==> src/rtl/trace_mem_cmd_sequencer.sv <==
// trace_mem_cmd_sequencer: issues one trace-replay command at a time to the tile's wr/rd ports and gates its data beats
module trace_mem_cmd_sequencer #(
  parameter int ADDR_W    = 32,
  parameter int SIZE_W    = 16,
  parameter int DATA_W    = 256,
  parameter int PAD_W     = 5,
  parameter int TIMEOUT_W = 12
) (
  input  logic              clk,
  input  logic              rst_n,
  input  logic              cmd_val,
  output logic              cmd_rdy,
  input  logic              cmd_op,
  input  logic [ADDR_W-1:0] cmd_addr,
  input  logic [SIZE_W-1:0] cmd_size,
  output logic              wr_req_val,
  input  logic              wr_req_rdy,
  output logic [ADDR_W-1:0] wr_req_addr,
  output logic [SIZE_W-1:0] wr_req_size,
  output logic              rd_req_val,
  input  logic              rd_req_rdy,
  output logic [ADDR_W-1:0] rd_req_addr,
  output logic [SIZE_W-1:0] rd_req_size,
  input  logic              src_val,
  output logic              src_rdy,
  input  logic [DATA_W-1:0] src_data,
  input  logic              src_last,
  input  logic [PAD_W-1:0]  src_padbytes,
  output logic              wr_data_val,
  input  logic              wr_data_rdy,
  output logic [DATA_W-1:0] wr_data,
  output logic              wr_data_last,
  output logic [PAD_W-1:0]  wr_data_padbytes,
  input  logic              rd_data_val,
  output logic              rd_data_rdy,
  input  logic [DATA_W-1:0] rd_data,
  input  logic              rd_data_last,
  input  logic [PAD_W-1:0]  rd_data_padbytes,
  output logic              snk_val,
  input  logic              snk_rdy,
  output logic [DATA_W-1:0] snk_data,
  output logic              snk_last,
  output logic [PAD_W-1:0]  snk_padbytes,
  output logic              busy,
  output logic              err_len,
  output logic              err_timeout,
  output logic [15:0]       done_cnt
);
  localparam int BYTES = DATA_W / 8;
  typedef enum logic [2:0] {IDLE, WR_REQ, WR_DATA, RD_REQ, RD_DATA} state_t;
  state_t state, state_nx;
  logic [ADDR_W-1:0] addr_q;
  logic [SIZE_W-1:0] size_q, exp_beats, beat_cnt;
  logic [PAD_W-1:0] exp_pad, b_pad;
  logic [TIMEOUT_W-1:0] to_cnt;
  logic [SIZE_W:0] beats_w, pad_w;
  logic in_wr, in_rd, wr_beat, rd_beat, beat, b_last;
  assign beats_w = ({1'b0, cmd_size} + (SIZE_W+1)'(BYTES-1)) / (SIZE_W+1)'(BYTES);
  assign pad_w   = beats_w * (SIZE_W+1)'(BYTES) - {1'b0, cmd_size};
  assign in_wr = state == WR_DATA;
  assign in_rd = state == RD_DATA;
  // cmd_rdy is qualified by rst_n so every ready output is low while reset is held
  assign cmd_rdy          = rst_n && state == IDLE;
  assign busy             = state != IDLE;
  assign wr_req_val       = state == WR_REQ;
  assign wr_req_addr      = wr_req_val ? addr_q : '0;
  assign wr_req_size      = wr_req_val ? size_q : '0;
  assign rd_req_val       = state == RD_REQ;
  assign rd_req_addr      = rd_req_val ? addr_q : '0;
  assign rd_req_size      = rd_req_val ? size_q : '0;
  assign src_rdy          = in_wr & wr_data_rdy;
  assign wr_data_val      = in_wr & src_val;
  assign wr_data          = in_wr ? src_data : '0;
  assign wr_data_last     = in_wr & src_last;
  assign wr_data_padbytes = in_wr ? src_padbytes : '0;
  assign rd_data_rdy      = in_rd & snk_rdy;
  assign snk_val          = in_rd & rd_data_val;
  assign snk_data         = in_rd ? rd_data : '0;
  assign snk_last         = in_rd & rd_data_last;
  assign snk_padbytes     = in_rd ? rd_data_padbytes : '0;
  assign wr_beat = src_val & src_rdy;
  assign rd_beat = rd_data_val & rd_data_rdy;
  assign beat    = wr_beat | rd_beat;
  assign b_last  = in_wr ? src_last : rd_data_last;
  assign b_pad   = in_wr ? src_padbytes : rd_data_padbytes;
  always_ff @(posedge clk or negedge rst_n)
    if (!rst_n) state <= IDLE;
    else state <= state_nx;
  always_comb begin
    state_nx = state;
    case (state)
      IDLE:             if (cmd_val && cmd_size != '0) state_nx = cmd_op ? RD_REQ : WR_REQ;
      WR_REQ:           if (wr_req_rdy) state_nx = WR_DATA;
      RD_REQ:           if (rd_req_rdy) state_nx = RD_DATA;
      WR_DATA, RD_DATA: if (beat && b_last) state_nx = IDLE;
      default:          state_nx = IDLE;
    endcase
  end
  always_ff @(posedge clk or negedge rst_n) begin
    if (!rst_n) begin
      addr_q      <= '0;
      size_q      <= '0;
      exp_beats   <= '0;
      exp_pad     <= '0;
      beat_cnt    <= '0;
      to_cnt      <= '0;
      err_len     <= 1'b0;
      err_timeout <= 1'b0;
      done_cnt    <= '0;
    end else begin
      if (state == IDLE && cmd_val) begin
        addr_q    <= cmd_addr;
        size_q    <= cmd_size;
        exp_beats <= beats_w[SIZE_W-1:0];
        exp_pad   <= pad_w[PAD_W-1:0];
        beat_cnt  <= '0;
        if (cmd_size == '0) err_len <= 1'b1;
      end
      if (beat) begin
        beat_cnt <= beat_cnt + 1'b1;
        if (b_last) begin
          done_cnt <= done_cnt + 1'b1;
          if (beat_cnt + 1'b1 != exp_beats || b_pad != exp_pad) err_len <= 1'b1;
        end else if (beat_cnt + 1'b1 >= exp_beats) err_len <= 1'b1;
      end
      // counter reaches all-ones on the same edge err_timeout rises, then holds
      if (state == RD_REQ) to_cnt <= '0;
      else if (in_rd) to_cnt <= rd_beat ? '0 : (&to_cnt ? to_cnt : to_cnt + 1'b1);
      if (in_rd && !rd_beat && to_cnt == {{(TIMEOUT_W-1){1'b1}}, 1'b0}) err_timeout <= 1'b1;
    end
  end
endmodule

==> config.mk <==
export PLATFORM = sky130hd
export DESIGN_NAME = trace_mem_cmd_sequencer
export DESIGN_NICKNAME = d
export VERILOG_FILES = /design/src/rtl/trace_mem_cmd_sequencer.sv
export SDC_FILE = /design/constraint.sdc
export NUM_CORES = 1
export LEC_CHECK = 0
export ABC_CLOCK_PERIOD_IN_PS = 3530
export BUFFER_PORTS_ARGS = -buffer_cell sky130_fd_sc_hd__buf_2
export CAP_MARGIN = 40
export CORE_AREA = 4 4 475 477
export CTS_BUF_LIST = sky130_fd_sc_hd__clkbuf_16
export DETAILED_ROUTE_END_ITERATION = 10
export DIE_AREA = 0 0 479 481
export PLACE_DENSITY = 0.3
export SLEW_MARGIN = 20
export SYNTH_ARGS = -nofsm -noshare
export SYNTH_HDL_FRONTEND = slang
export SYNTH_SLANG_ARGS = --single-unit
==> constraint.sdc <==
create_clock -name clk -period 3.53 [get_ports clk]
set_clock_uncertainty 0.05 [all_clocks]
set_input_delay 0.706 -clock clk [delete_from_list [all_inputs] [get_ports clk]]
set_output_delay 0.706 -clock clk [all_outputs]
set_load 0.05 [all_outputs]
Word-level counts from Yosys, hierarchy flattened
Index checks and enable logic that the tools add are counted.

cells by class
  $add $sub $neg = 5
  order comparisons = 1
  equality and inequality tests = 12
  mux-type cells = 28
  bitwise gates (word level) = 9
  reduce and logical (&&, ||, !) cells = 19

operator list
  cell                   number
  $mux 256               2
  $mux 16                4
  $mux 32                2
  $mux 12                4
  $add 16x1->16 const B  2
  $add 16x5->17 const B  1
  $ge 16x12->1           1
  $logic_not 16->1       1
  $ne 16x12->1           1
  $reduce_bool 16->1     1
  $mux 5                 3
  $add 12x1->12 const B  1
  $eq 12x12->1 const B   1
  $mux 3                 4
  $pmux 3 s4             1
  $reduce_and 12->1      1
  $and 1x1->1            8
  $mux 1                 7
  $eq 3x2->1 const B     2
  $logic_and 1x1->1      6
  $ne 5x5->1             1
  $sub 1x5->5 const A    1
  $ne 2x1->1 const B     2
  $ne 2x2->1 const B     2
  other kinds (13)       15

storage, ports and cells
  flip-flop bits (word level) = 114
  word-level logic and storage cells = 84

Longest topological paths before layout
  depth after elaboration = 7
  gate-level depth with buffers = 11
  depth with buffers taken out = 11

Worst setup path after synthesis
OpenSTA, ideal clock, no wires.

  path kind = input-to-reg
  start point = input src_padbytes[1]
  end point = register err_len
  setup time = 0.143 ns
  data arrival time = 2.971 ns
  required time = 3.337 ns
  setup slack = 0.366 ns
  cell stages on the path = 5
  buffers on the path = 0
  cells stage by stage = nor4bb_1 a211oi_1 a221o_1 nor4_1 o211ai_1

between the ends
  longest elaborated chain between the ends = 6

RTL lines
  item                  line  source
  start, declared       28    input logic [PAD_W-1:0] src_padbytes,
  $mux 5                85    assign b_pad = in_wr ? src_padbytes : rd_data_padbytes;
  $ne 5x5->1            123   if (beat_cnt + 1'b1 != exp_beats || b_pad != exp_pad) err_len <= 1'b1;
  $logic_or 1x1->1      123
  $mux 1                123
  $mux 1                121   if (b_last) begin
  $mux 1                119   if (beat) begin
  end signal, assigned  117   if (cmd_size == '0) err_len <= 1'b1;
  end signal, assigned  123
  end signal, assigned  124   end else if (beat_cnt + 1'b1 >= exp_beats) err_len <= 1'b1;
  end, declared         45    output logic err_len,

No other way between the ends.
A chain may end at the register's enable or synchronous reset.

Final worst setup path
  start point = register state[2]
  end point = output snk_data[100]

between the ends
  longest elaborated chain between the ends = 2

RTL lines
  item                    line  source
  start, declared         51    state_t state, state_nx;
  start signal, assigned  88    else state <= state_nx;
  $eq 3x3->1              61    assign in_rd = state == RD_DATA;
  $mux 256                78    assign snk_data = in_rd ? rd_data : '0;
  end, declared           41    output logic [DATA_W-1:0] snk_data,

No other way between the ends.

==> reports/results.ini <==
[placement]
dpl_cell_area_um2 = 21900
port_buffers = 1227
dp.final_hpwl_mm = 132
place_congestion = 0.976

[timing]
finalSetupTns_ns = 0
hold_violations = 0
slew_headroom_pct = 43.8
rsz0062_at_grt = false
worstMarginPinSlew_ns = 0.843
min_period_over_period_pct = 92.8
final_max_slew_viol_count = 0
clock.fmax_mhz = 305
finalCriticalPeriod_ns = 3.28
finalSetupViolations = 0

[worst_setup_path]
cp.arrival_ns = 2.52
crit_path_start_kind = flip-flop
path_cells = nor3b_2, buf_12, buf_12, and2_1, buf_2
crit_required_ns = 2.77
timing.rr.start = beat_cnt[2]$_DFFE_PN0P_
cp_max_fo = 92
r2r_end = err_len$_DFF_PN0_
worstSetupPathType = reg -> out
cp-end-kind = output port
r2r_slack_ns = 0.58
reg2regPathDepth = 9
slowest_delay_ns = 0.53
cp_slowest_cell = dfrtp_2
path_common_cell = buf_12

[yosys]
synth_cell_types = 57
yosysSeqAreaShare_pct = 28.1
synth-edff-count = 0
ys_ff_latch = 113
netlist_area_um2 = 10100
synth_cells = 1354
yosysTopAreaCellShare_pct = 36.1
synth_compound_area_share_pct = 6.73
syn_area_per_cell_um2 = 7.43
synth_xor_area_share_pct = 3.83
synth_top_area_cell = and2_1
ys.flop_type = dfrtp_1
synth_fp_nets = 1953
synth-warning-count = 0
synth_simple_gate_area_share_pct = 53.6
synthMuxAreaShare_pct = 0.771
synthAdderAreaFrac_pct = 2.11
synthTopCellsByArea = and2_1 36%, dfrtp_1 28%, nand2_1 7.0%
async_flop_share_pct = 100
synth_top_family_by_area = simple AND/OR/NAND/NOR gates

[die]
die_area_um2 = 230000
core_area_um2 = 221000
die_width_um = 479
floorplan.die.height_um = 481
fp-row-count = 173
start_util_pct = 4.54
io_pins = 1228

[detailed_routing]
drt_first_iter_violations = 597
detail_route.wl_per_cell_um = 25.9
drtPass1Iterations = 4
wl_mm = 144
route.detailed.drc = 0
via_count = 15003
antenna_left = 0
vias_per_cell = 2.70

[power_and_ir_drop]
p_sw_mw = 11.5
power_density_nw_per_um2 = 819
combPwrFrac_pct = 77.6
power.total_mw = 18.5
p_int_mw = 7.01
vdd_drop_max_mv = 0.352
power_frac_seq_pct = 11.9
swShare_pct = 62.2
power.share.clock_pct = 10.5
p_leak_nw = 11.5

[clock_network]
htree_num_levels = 4
insertion_delay_ns = 0.47
cts_hold_buf = 0
clock_sink_count = 113
tritoncts = done
cts.clk_slew.worst_paths_ns = 0.07
clockRootBuffer = clkbuf_16
cts.path.max_buffers = 2
cts_buffers = 17

[final_layout]
final_nets = 3131
drive_gt1_share_pct = 51.7
fillers = 25907
final_core_util_pct = 10.2
layout_commonest_cell = buf_2
syn2layout_area_growth_pct = 125
layout_common_cells = 1098 x buf_2, 580 x and2_1, 187 x nand2_1
fin_area_um2 = 22600

[run]
maxCapViolCount = 0

[grt]
grt_pass1_wl_mm = 175
grt_pass1_vias = 14429
antenna_found_initial = 138
grt_max_degree = 100
gr-total-overflow = 0
gr-usage-all-layers_pct = 11.8

[outcome]
status = complete, no violations

[min_path]
hp-class = in -> async

==> worst max-delay path: cells and delay by family (launching register included) <==
kind                   cells  cell delay [ns]
flip-flops                 1             0.53
AND/OR/NAND/NOR            2             0.51
buffers and inverters      3             0.81
==> cells in the mapped netlist (all sizes together), types with 2 or more instances <==
cell / n
a2111oi: 2
a211oi: 3
a21o: 3
a21oi: 14
a31oi: 2
and2: 581
and3: 53
and4: 10
buf: 10
clkbuf: 94
dfrtp: 113
ha: 17
inv: 22
mux2: 3
mux2i: 4
nand2: 188
nand2b: 2
nand3: 23
nand4: 19
nor2: 34
nor2b: 7
nor3: 5
nor3b: 4
nor4: 11
o2111ai: 3
o211ai: 5
o21a: 5
o21ai: 37
o22ai: 2
o31a: 6
o31ai: 3
o41ai: 4
or3: 3
xnor2: 21
xor2: 23
==> power groups by stage <==
stage / logic, mW / registers, mW / clock network, mW
floorplan: 8.48 / 2.03 / 0
global placement: 14.7 / 2.23 / 0
detailed placement: 14.7 / 2.22 / 0
CTS: 14.7 / 2.21 / 2.03
global route: 15.1 / 2.28 / 2.07
finish: 14.4 / 2.21 / 1.94
==> flip-flops by register name, indices dropped and copies added (netlist names) <==
signal,flops
done_cnt,16
beat_cnt,16
exp_pad,4
state,3
addr_q,32
exp_beats,12
err_timeout,1
size_q,16
to_cnt,12
err_len,1
==> kinds of logic after synthesis <==
kind of cell               Yosys count
AOI/OAI and AO/OA                  101
and+or+nand+nor                    945
xor gates and xnor gates            44
muxes                                7
adders and majority gates           17
DFF                                113
buffers and inverters              127
==> area by class of cell <==
cell class,instances,area [um^2],area share [%]
timing repair buffer,1263,8500,37.5
multi-input combinational,1114,6770,29.9
tap,2975,3720,16.4
sequential,113,2830,12.5
clock buffer,17,425,1.88
clock inverter,15,195,0.862
antenna,44,110,0.486
inverter,23,86.3,0.381
==> metrics by stage <==
| step | std cells | hold slack (ns) | setup WS, ns |
|---|---|---|---|
| final | 5564 | 0.243 | 0.254 |
| after global routing | 5546 | 0.293 | 0.0551 |
| after CTS | 5517 | 0.291 | 0.0148 |
| after detailed placement | 5485 | 0.424 | 0.506 |
| after global placement | 5483 | 0.412 | 0.500 |
| after floorplan | 1354 | 0.360 | 0.366 |
==> worst max-delay path by stage <==
stage,startpoint,endpoint,slack (ns),cells past startpoint
after CTS,state[1]$_DFFE_PN0P_,rd_req_val,0.01,4
after detailed placement,cmd_size[0],state[1]$_DFFE_PN0P_,0.51,8
final,state[2]$_DFFE_PN0P_,snk_data[100],0.25,5
after floorplan,src_padbytes[1],err_len$_DFF_PN0_,0.37,5
after global placement,cmd_size[14],state[1]$_DFFE_PN0P_,0.50,6
after global routing,state[2]$_DFFE_PN0P_,snk_data[118],0.06,5
==> layer usage <==
| metal | global-route usage [%] | wire length, um |
|---|---|---|
| met5 | 0 | 293 |
| met2 | 23.3 | 78300 |
| met1 | 12.1 | 50600 |
| met4 | 2.14 | 3700 |
| met3 | 3.97 | 11400 |
==> timing repair <==
| item | in CTS | in global routing |
|---|---|---|
| resized for setup | 0 | 2 |
| buffers inserted | 0 | 3 |
| setup endpoints to repair | 0 | 81 |
Power figures use the tool's default switching activity.
